[src/rtl/counter_n_if.sv]
// counter_n_if: output bundle of counter_n.
//   counter      - current binary count
//   tc           - terminal count, high while counter is all-ones
//   counter_gray - Gray-coded copy of counter
// Modports: master (driven by counter_n), slave (consumers).
interface counter_n_if #(
    parameter int unsigned CNT_WIDTH = 3
);
    logic [CNT_WIDTH-1:0] counter;
    logic                 tc;
    logic [CNT_WIDTH-1:0] counter_gray;

    modport master (
        output counter,
        output tc,
        output counter_gray
    );

    modport slave (
        input counter,
        input tc,
        input counter_gray
    );
endinterface

[src/rtl/counter_n.sv]
// counter_n: free-running binary up-counter, wraps modulo 2^CNT_WIDTH.
// Also provides a registered terminal-count flag and a registered Gray copy.
// Ports:
//   clk     - rising-edge clock
//   reset_n - asynchronous active-low reset, clears all outputs at once
//   bus     - counter_n_if master modport (counter, tc, counter_gray)
module counter_n #(
    parameter int unsigned CNT_WIDTH = 3
) (
    input  logic               clk,
    input  logic               reset_n,
    counter_n_if.master        bus
);
    logic [CNT_WIDTH-1:0] cnt_q,  cnt_d;
    logic [CNT_WIDTH-1:0] gray_q, gray_d;
    logic                 tc_q,   tc_d;

    // tc and Gray are derived from the next count so all three outputs
    // update together on the same edge and stay mutually consistent.
    always_comb begin
        cnt_d  = cnt_q + CNT_WIDTH'(1);
        gray_d = cnt_d ^ (cnt_d >> 1);
        tc_d   = &cnt_d;
    end

    always_ff @(posedge clk or negedge reset_n) begin
        if (!reset_n) begin
            cnt_q  <= '0;
            gray_q <= '0;
            tc_q   <= 1'b0;
        end else begin
            cnt_q  <= cnt_d;
            gray_q <= gray_d;
            tc_q   <= tc_d;
        end
    end

    assign bus.counter      = cnt_q;
    assign bus.counter_gray = gray_q;
    assign bus.tc           = tc_q;
endmodule

[src/flat_wrapper.sv]
// flat-port wrapper written by rule: the top's interface ports become plain ports
module counter_n_flat 
#(
    parameter int unsigned CNT_WIDTH = 3
)
  (clk, reset_n, bus_counter, bus_tc, bus_counter_gray);
  counter_n_if #(.CNT_WIDTH(CNT_WIDTH)) bus_i ();
  input  logic clk;
  input  logic reset_n;
  output wire logic [$bits(bus_i.counter)-1:0] bus_counter;
  output wire logic [$bits(bus_i.tc)-1:0] bus_tc;
  output wire logic [$bits(bus_i.counter_gray)-1:0] bus_counter_gray;
  assign bus_counter = bus_i.counter;
  assign bus_tc = bus_i.tc;
  assign bus_counter_gray = bus_i.counter_gray;
  counter_n #(.CNT_WIDTH(CNT_WIDTH)) u_core (.clk(clk), .reset_n(reset_n), .bus(bus_i));
endmodule
[config.mk]
export PLATFORM = sky130hd
export DESIGN_NAME = counter_n_flat
export DESIGN_NICKNAME = d
export VERILOG_FILES = /design/src/rtl/counter_n_if.sv /design/src/rtl/counter_n.sv /design/src/flat_wrapper.sv
export SDC_FILE = /design/constraint.sdc
export NUM_CORES = 1
export LEC_CHECK = 0
export ABC_AREA = 1
export ABC_CLOCK_PERIOD_IN_PS = 1250
export CAP_MARGIN = 20
export CORE_AREA = 2 2 39 41
export CTS_CLUSTER_SIZE = 16
export DETAILED_ROUTE_END_ITERATION = 10
export DIE_AREA = 0 0 41 43
export PLACE_DENSITY_LB_ADDON = 0.05
export SYNTH_ARGS = -nofsm -noshare
export SYNTH_HDL_FRONTEND = slang
export SYNTH_SLANG_ARGS = --single-unit
[constraint.sdc]
create_clock -name clk -period 1.25 [get_ports clk]
set_input_delay 0.25 -clock clk [delete_from_list [all_inputs] [get_ports clk]]
set_output_delay 0.25 -clock clk [all_outputs]
set_load 0.01 [all_outputs]
==> results of run 1 <==
## cell families (layout without fill, tap and decap cells)
kind of cell,count (synthesis),in the layout,synth area share
buf+inv,5,16,0.0895
simple gates,8,8,0.149
fa+ha+maj,2,2,0.0995
xor+xnor,1,1,0.0348
flops,6,6,0.597
compound gates,1,1,0.0299
## repair_timing
item,in CTS,in global routing
setup buffers,0,0
endpoints found under the hold margin,0,0
setup endpoints to repair,7,0
gates resized for setup,7,0
## power by group
group	total (W)	internal, W	switching, W
clock network	0.000175	0.000108	0.0000668
registers	0.000195	0.000195	0
logic	0.00000651	0.00000277	0.00000374
total	0.000377	0.000306	0.0000705
## per-layer routing
| metal | wire length, µm | global-route usage |
|---|---|---|
| met5 | 0 | 0 |
| met3 | 43 | 0.0366 |
| met1 | 199 | 0.0762 |
| met4 | 0 | 0.0400 |
| met2 | 197 | 0.0813 |
## stage by stage
step / instance area (µm²) / total power [W] / cells / setup slack (ps) / hold WS (ps)
floorplan: 251 / 0.000198 / 23 / 147 / -45.6
global placement: 352 / 0.000205 / 47 / 68.9 / 504
detailed placement: 352 / 0.000205 / 47 / 54.7 / 517
CTS: 365 / 0.000385 / 50 / 35.6 / 265
global route: 365 / 0.000391 / 50 / 3.00 / 270
finish: 365 / 0.000377 / 50 / 54.7 / 258
## Yosys cell counts (all sizes together)
| master | instances |
|---|---|
| a21boi | 1 |
| buf | 1 |
| dfrtp | 6 |
| ha | 2 |
| inv | 4 |
| nand2 | 6 |
| nand3 | 2 |
| xor2 | 1 |
## flip-flops by register name (all words and copies together) (netlist names)
name,flops
u_core.bus.counter,3
u_core.bus.counter_gray,2
u_core.bus.tc,1
## layout make-up
class | instances | share of cell area
tap | 16 | 0.0548
inverter | 4 | 0.0411
clock buffer | 3 | 0.0616
multi-input combinational | 12 | 0.216
sequential | 6 | 0.411
timing repair buffer | 9 | 0.216
## worst paths after layout
path                                                 start                                    to  cells after the start
max reg2reg                u_core.bus.counter[0]$_DFF_PN0_  u_core.bus.counter_gray[1]$_DFF_PN0_                      5
min reg2reg                u_core.bus.counter[0]$_DFF_PN0_  u_core.bus.counter_gray[0]$_DFF_PN0_                      1
max in group asynchronous                          reset_n  u_core.bus.counter_gray[1]$_DFF_PN0_                      1
min in group clk           u_core.bus.counter[0]$_DFF_PN0_  u_core.bus.counter_gray[0]$_DFF_PN0_                      1
max                        u_core.bus.counter[0]$_DFF_PN0_                        bus_counter[0]                      1
min                                                reset_n               u_core.bus.tc$_DFF_PN0_                      1
==> impl_results.html, run 1 <==
<table>
<tr><th>Metric</th><th>Value</th></tr>
<tr><th colspan="2">CTS</th></tr>
<tr><td>Clk pin slew, worst setup/hold paths</td><td>50 ps</td></tr>
<tr><td>Clock H-tree levels</td><td>1</td></tr>
<tr><td>Cts bufs inserted</td><td>3</td></tr>
<tr><td>Later-pin clock latency in the skew report</td><td>240 ps</td></tr>
<tr><td>CTS tree</td><td>yes</td></tr>
<tr><td>Number of sinks on the clock net</td><td>6</td></tr>
<tr><td>Hold buffer count at cts</td><td>0</td></tr>
<tr><td>Clock tree root buffer cell</td><td>sky130_fd_sc_hd__clkbuf_4</td></tr>
<tr><td>Deepest clock path buffer count</td><td>2</td></tr>
<tr><th colspan="2">Run status</th></tr>
<tr><td>Outcome</td><td>finished, final reports clean</td></tr>
<tr><th colspan="2">STA</th></tr>
<tr><td>Setup repair after global routing missed its margin</td><td>no</td></tr>
<tr><td>Actual transition at the worst max-transition pin</td><td>285 ps</td></tr>
<tr><td>Final clock period utilization by the worst path</td><td>0.956</td></tr>
<tr><td>Number of failing hold endpoints at the final stage</td><td>0</td></tr>
<tr><td>Max_slew headroom</td><td>0.810</td></tr>
<tr><td>Total setup violations reported at the end of the flow</td><td>0</td></tr>
<tr><td>Total Neg Setup Slack</td><td>0 ps</td></tr>
<tr><td>Number of pins with negative max-slew slack in the final report</td><td>0</td></tr>
<tr><td>Worst clock skew on the final layout</td><td>1.07 ps</td></tr>
<tr><td>Fmax achieved</td><td>837 MHz</td></tr>
<tr><td>Minimum period implied by the final worst setup slack</td><td>1200 ps</td></tr>
<tr><th colspan="2">Synthesis</th></tr>
<tr><td>Unique masters post-synth</td><td>10</td></tr>
<tr><td>Mean cell area of the mapped netlist</td><td>10.9 µm²</td></tr>
<tr><td>Count of synthesis-stage warnings from yosys</td><td>0</td></tr>
<tr><td>Total standard cell area after synthesis</td><td>251 µm²</td></tr>
<tr><td>Cells after synthesis</td><td>23</td></tr>
<tr><td>Number of flip-flops and latches in the synthesized netlist</td><td>6</td></tr>
<tr><td>Synthesized net count</td><td>27</td></tr>
<tr><td>Biggest area contributors in the synthesized netlist</td><td>sky130_fd_sc_hd__dfrtp_1, sky130_fd_sc_hd__ha_1, sky130_fd_sc_hd__nand2_1</td></tr>
<tr><td>Cell taking the most area after synthesis</td><td>sky130_fd_sc_hd__dfrtp_1</td></tr>
<tr><td>Share of Yosys cell area claimed by the top area cell type</td><td>0.597</td></tr>
<tr><td>Seq/Total Area, Yosys</td><td>0.597</td></tr>
<tr><th colspan="2">Drt</th></tr>
<tr><td>Total wire length</td><td>439 µm</td></tr>
<tr><td>Via count normalized by instance count</td><td>3.68</td></tr>
<tr><td># DRC</td><td>0</td></tr>
<tr><td>Via count</td><td>184</td></tr>
<tr><td>Antenna-violating nets left</td><td>0</td></tr>
<tr><td>First drt pass iteration count</td><td>2</td></tr>
<tr><td>Per-cell routed wire length</td><td>8.78 µm</td></tr>
<tr><td>First DRT Iteration DRCs</td><td>2</td></tr>
<tr><th colspan="2">Setup path</th></tr>
<tr><td>Critical Path Fanout Max</td><td>4</td></tr>
<tr><td>Largest incremental delay on the critical path</td><td>410 ps</td></tr>
<tr><td>Cells along the critical path</td><td>dlygate4sd2_1</td></tr>
<tr><td>Slack of the worst reg-to-reg path</td><td>130 ps</td></tr>
<tr><td>Family with the most delay on the worst path</td><td>flip-flops</td></tr>
<tr><td>Arrival time at the worst endpoint</td><td>950 ps</td></tr>
<tr><td>Startpoint type of the worst setup path</td><td>flip-flop</td></tr>
<tr><td>Critical path capture point type</td><td>primary output</td></tr>
<tr><td>Category of the critical setup timing path</td><td>flip-flop to primary output</td></tr>
<tr><td>Worst Path Buf+Inv</td><td>1</td></tr>
<tr><td>Worst path required time</td><td>1000 ps</td></tr>
<tr><td>Standard cell with the maximum stage delay on the critical path</td><td>sky130_fd_sc_hd__dfrtp_1</td></tr>
<tr><th colspan="2">Layout</th></tr>
<tr><td>Fin util</td><td>0.264</td></tr>
<tr><td>Post-synthesis to final-layout area growth</td><td>45.3%</td></tr>
<tr><td># nets final</td><td>40</td></tr>
<tr><td>Multi-input logic area</td><td>78.8 µm²</td></tr>
<tr><td>Leading cell types in the layout, fill and taps excluded</td><td>sky130_fd_sc_hd__dlygate4sd2_1, sky130_fd_sc_hd__dfrtp_1, sky130_fd_sc_hd__nand2_1</td></tr>
<tr><td>Filler Cell Count</td><td>155</td></tr>
<tr><td>Most common cell after layout, fill and taps aside</td><td>sky130_fd_sc_hd__dlygate4sd2_1</td></tr>
<tr><td>Inserted Diodes</td><td>0</td></tr>
<tr><td>Fraction of final layout cells sized beyond drive strength 1</td><td>0.206</td></tr>
<tr><td>Area taken by flip-flops and latches</td><td>150 µm²</td></tr>
<tr><th colspan="2">Worst hold path</th></tr>
<tr><td>Min-delay worst type</td><td>input port to asynchronous set/reset pin</td></tr>
<tr><th colspan="2">Global route</th></tr>
<tr><td>Antenna violations before repair</td><td>0</td></tr>
<tr><td>Wire length of the first global-routing pass</td><td>703 µm</td></tr>
<tr><td>Number of global-route vias before repair</td><td>190</td></tr>
<tr><td>Gr usage total</td><td>0.0628</td></tr>
<tr><td>Pin count of the biggest net entering global routing</td><td>7</td></tr>
<tr><td>Global route overflow</td><td>0</td></tr>
<tr><th colspan="2">Floorplan</th></tr>
<tr><td>Die outline width</td><td>41 µm</td></tr>
<tr><td>I/O pin cnt</td><td>9</td></tr>
<tr><td>Floorplan Core Area</td><td>1380 µm²</td></tr>
<tr><td>Die Footprint</td><td>1760 µm²</td></tr>
<tr><td>Starting Density</td><td>0.182</td></tr>
<tr><td>Number of standard-cell rows in the floorplan</td><td>14</td></tr>
<tr><td>Die Ht</td><td>43 µm</td></tr>
<tr><th colspan="2">Place</th></tr>
<tr><td>Post-DP HPWL</td><td>361 µm</td></tr>
<tr><td>GPL Wtd Cong</td><td>0.759</td></tr>
<tr><td>IO buf count</td><td>8</td></tr>
<tr><th colspan="2">Job</th></tr>
<tr><td>Number of maximum-capacitance violations</td><td>0</td></tr>
<tr><th colspan="2">Power</th></tr>
<tr><td>Maximum VDD drop</td><td>0.246 mV</td></tr>
<tr><td>Power density relative to cell area</td><td>1030 nW/µm²</td></tr>
<tr><td>Total leakage power</td><td>0.202 nW</td></tr>
</table>
No activity file was read; power rests on OpenSTA's default activity.
==> run 2: changes to the inputs <==
--- a/config.mk
+++ b/config.mk
@@ -12,7 +12,10 @@
 export CTS_CLUSTER_SIZE = 16
 export DETAILED_ROUTE_END_ITERATION = 10
 export DIE_AREA = 0 0 41 43
+export GPL_TIMING_DRIVEN = 0
+export HOLD_SLACK_MARGIN = 0.03
 export PLACE_DENSITY_LB_ADDON = 0.05
+export SLEW_MARGIN = 20
 export SYNTH_ARGS = -nofsm -noshare
 export SYNTH_HDL_FRONTEND = slang
 export SYNTH_SLANG_ARGS = --single-unit
==> run 2 against run 1 <==
Compared with the run above: sequential power about the same; non-clock buffer count increased by 1; sequential cell count unchanged; critical path type unchanged; critical endpoint is now bus_counter[2]; largest cell class unchanged.
==> impl_results.html, run 2 (synthesis gave the netlist of run 1 again) <==
<table>
<tr><th>Metric</th><th>Value</th></tr>
<tr><th colspan="2">Drt</th></tr>
<tr><td>DR WL met2</td><td>196 µm (-0.51%)</td></tr>
<tr><td>Via count</td><td>187 (+1.6%)</td></tr>
<tr><td>Via count normalized by instance count</td><td>3.67 (-0.36%)</td></tr>
<tr><td>Antenna-violating nets left</td><td>0 (unchanged)</td></tr>
<tr><td>Wire length on met1</td><td>212 µm (+6.5%)</td></tr>
<tr><td>Per-cell routed wire length</td><td>9.02 µm (+2.7%)</td></tr>
<tr><td># DRC</td><td>0 (unchanged)</td></tr>
<tr><td>Met3 routed WL</td><td>51 µm (+19%)</td></tr>
<tr><td>Max Used Layer</td><td>met3</td></tr>
<tr><td>First drt pass iteration count</td><td>2 (unchanged)</td></tr>
<tr><td>Total wire length</td><td>460 µm (+4.8%)</td></tr>
<tr><td>First DRT Iteration DRCs</td><td>3 (+1)</td></tr>
<tr><th colspan="2">STA</th></tr>
<tr><td>Total setup violations reported at the end of the flow</td><td>0 (unchanged)</td></tr>
<tr><td>Max_slew headroom</td><td>0.815 (+0.00552)</td></tr>
<tr><td>Worst clock skew on the final layout</td><td>4.70 ps (+3.63 ps)</td></tr>
<tr><td>Fmax achieved</td><td>854 MHz (+2.1%)</td></tr>
<tr><td>Total Neg Setup Slack</td><td>0 ps (unchanged)</td></tr>
<tr><td>Actual transition at the worst max-transition pin</td><td>276 ps (-8.26 ps)</td></tr>
<tr><td>Number of pins with negative max-slew slack in the final report</td><td>0 (unchanged)</td></tr>
<tr><td>Setup repair after global routing missed its margin</td><td>no</td></tr>
<tr><td>Number of failing hold endpoints at the final stage</td><td>0 (unchanged)</td></tr>
<tr><td>Final clock period utilization by the worst path</td><td>0.936 (-0.0198)</td></tr>
<tr><td>Minimum period implied by the final worst setup slack</td><td>1170 ps (-24.7 ps)</td></tr>
<tr><th colspan="2">Place</th></tr>
<tr><td>GPL Wtd Cong</td><td>0.630 (-17%)</td></tr>
<tr><td>Cell area reported after detailed placement</td><td>352 µm² (unchanged)</td></tr>
<tr><td>Post-DP HPWL</td><td>338 µm (-6.4%)</td></tr>
<tr><td>IO buf count</td><td>8 (unchanged)</td></tr>
<tr><th colspan="2">Floorplan</th></tr>
<tr><td>Die outline width</td><td>41 µm (unchanged)</td></tr>
<tr><td>Die Footprint</td><td>1760 µm² (unchanged)</td></tr>
<tr><td>Die Ht</td><td>43 µm (unchanged)</td></tr>
<tr><td>Number of standard-cell rows in the floorplan</td><td>14 (unchanged)</td></tr>
<tr><td>Floorplan Core Area</td><td>1380 µm² (unchanged)</td></tr>
<tr><td>I/O pin cnt</td><td>9 (unchanged)</td></tr>
<tr><td>Starting Density</td><td>0.182 (unchanged)</td></tr>
<tr><th colspan="2">Power</th></tr>
<tr><td>Maximum VDD drop</td><td>0.468 mV (+90%)</td></tr>
<tr><td>Power density relative to cell area</td><td>997 nW/µm² (-3.3%)</td></tr>
<tr><td>Total leakage power</td><td>0.206 nW (+1.6%)</td></tr>
<tr><th colspan="2">Run status</th></tr>
<tr><td>Outcome</td><td>finished, final reports clean</td></tr>
<tr><th colspan="2">Global route</th></tr>
<tr><td>Antenna violations before repair</td><td>0 (unchanged)</td></tr>
<tr><td>Wire length of the first global-routing pass</td><td>703 µm (unchanged)</td></tr>
<tr><td>Global route overflow</td><td>0 (unchanged)</td></tr>
<tr><td>Pin count of the biggest net entering global routing</td><td>7 (unchanged)</td></tr>
<tr><td>Gr usage total</td><td>0.0687 (+0.00587)</td></tr>
<tr><td>Number of global-route vias before repair</td><td>166 (-13%)</td></tr>
<tr><th colspan="2">Setup path</th></tr>
<tr><td>R2R cell count</td><td>5 (unchanged)</td></tr>
<tr><td>Category of the critical setup timing path</td><td>flip-flop to primary output</td></tr>
<tr><td>Critical Path Fanout Max</td><td>3 (-1)</td></tr>
<tr><td>Largest incremental delay on the critical path</td><td>400 ps (about the same)</td></tr>
<tr><td>Critical path capture point type</td><td>primary output</td></tr>
<tr><td>Crit path launch</td><td>u_core.bus.counter[2]$_DFF_PN0_</td></tr>
<tr><td>Worst path required time</td><td>1000 ps (about the same)</td></tr>
<tr><td>CP Depth</td><td>1 (unchanged)</td></tr>
<tr><td>Startpoint type of the worst setup path</td><td>flip-flop</td></tr>
<tr><td>Standard cell with the maximum stage delay on the critical path</td><td>sky130_fd_sc_hd__dfrtp_2</td></tr>
<tr><td>Worst Path Buf+Inv</td><td>1 (unchanged)</td></tr>
<tr><td>Family with the most delay on the worst path</td><td>flip-flops</td></tr>
<tr><td>Cells along the critical path</td><td>dlygate4sd2_1</td></tr>
<tr><td>Arrival time at the worst endpoint</td><td>920 ps (-30 ps)</td></tr>
<tr><td>Startpoint of the worst-slack reg-to-reg timing path</td><td>u_core.bus.counter[0]$_DFF_PN0_</td></tr>
<tr><th colspan="2">CTS</th></tr>
<tr><td>Cts bufs inserted</td><td>3 (unchanged)</td></tr>
<tr><td>Number of sinks on the clock net</td><td>6 (unchanged)</td></tr>
<tr><td>Hold buffer count at cts</td><td>0 (unchanged)</td></tr>
<tr><td>Clk pin slew, worst setup/hold paths</td><td>50 ps (about the same)</td></tr>
<tr><td>CTS tree</td><td>yes</td></tr>
<tr><td>Later-pin clock latency in the skew report</td><td>240 ps (about the same)</td></tr>
<tr><td>Clock tree root buffer cell</td><td>sky130_fd_sc_hd__clkbuf_4</td></tr>
<tr><td>Clock H-tree levels</td><td>1 (unchanged)</td></tr>
<tr><td>Deepest clock path buffer count</td><td>2 (unchanged)</td></tr>
<tr><th colspan="2">Layout</th></tr>
<tr><td>Post-synthesis to final-layout area growth</td><td>48.8%</td></tr>
<tr><td>Flip-flop count of the largest register after layout</td><td>3 (unchanged)</td></tr>
<tr><td>Leading cell types in the layout, fill and taps excluded</td><td>sky130_fd_sc_hd__dlygate4sd2_1, sky130_fd_sc_hd__dfrtp_1, sky130_fd_sc_hd__nand2_1</td></tr>
<tr><td>Inserted Diodes</td><td>0 (unchanged)</td></tr>
<tr><td># nets final</td><td>41 (+2.5%)</td></tr>
<tr><td>Post-layout instance area</td><td>374 µm² (+2.4%)</td></tr>
<tr><td>Fraction of final layout cells sized beyond drive strength 1</td><td>0.286 (+0.0798)</td></tr>
<tr><th colspan="2">Worst hold path</th></tr>
<tr><td>Min-delay worst type</td><td>input port to asynchronous set/reset pin</td></tr>
<tr><th colspan="2">Job</th></tr>
<tr><td>Number of maximum-capacitance violations</td><td>0 (unchanged)</td></tr>
</table>
==> run 2: final cells by class <==
cell class                      instances  area [µm²]
Fill cell                             151        1010
Sequential cell                         6         151
Buffer                                  1        7.51
Inverter                                4        15.0
Clock buffer                            3        22.5
Tap cell                               16        20.0
Multi-Input combinational cell         12        78.8
Timing Repair Buffer                    9        78.8
==> run 2: metrics by stage <==
stage	util	hold WS [ps]	instances	total power, W	worst slack, ps
after floorplan	-	-45.6	23	0.000198	147
after global placement	0.254	517	47	0.000205	-63.0
after detailed placement	0.254	520	47	0.000205	-87.4
after CTS	0.269	254	51	0.000385	37.7
after global routing	0.270	271	51	0.000403	30.8
final	0.270	253	51	0.000373	79.4
==> run 2: what timing repair did <==
action                                  CTS  global route
endpoints found under the setup margin    7             1
resized for setup                         9             1
buffers inserted                          1             0
pin swaps                                 0             0
cloned                                    0             0
==> run 2: where the power goes <==
part	internal, W	switching, W	total (W)
combinational	0.00000278	0.00000362	0.00000640
clock	0.000108	0.0000634	0.000172
sequential	0.000195	0	0.000195
total	0.000306	0.0000670	0.000373
==> run 2: path summary, 6_finish.rpt <==
| kind | to | slack (ps) |
|---|---|---|
| worst min-delay path | u_core.bus.tc$_DFF_PN0_ | 250 |
| min in group clk | u_core.bus.counter_gray[0]$_DFF_PN0_ | 540 |
| worst max register to register | u_core.bus.counter_gray[1]$_DFF_PN0_ | 120 |
| worst min register to register | u_core.bus.counter_gray[0]$_DFF_PN0_ | 540 |
| worst max-delay path | bus_counter[2] | 80 |
| max in group asynchronous | u_core.bus.counter[2]$_DFF_PN0_ | 760 |
==> run 2: metal layers <==
metal | up-vias | track usage
met1 | 87 | 0.0721
met4 | 0 | 0
met3 | 0 | 0.0942
met2 | 8 | 0.0875
li1 | 92 | -
met5 | - | 0
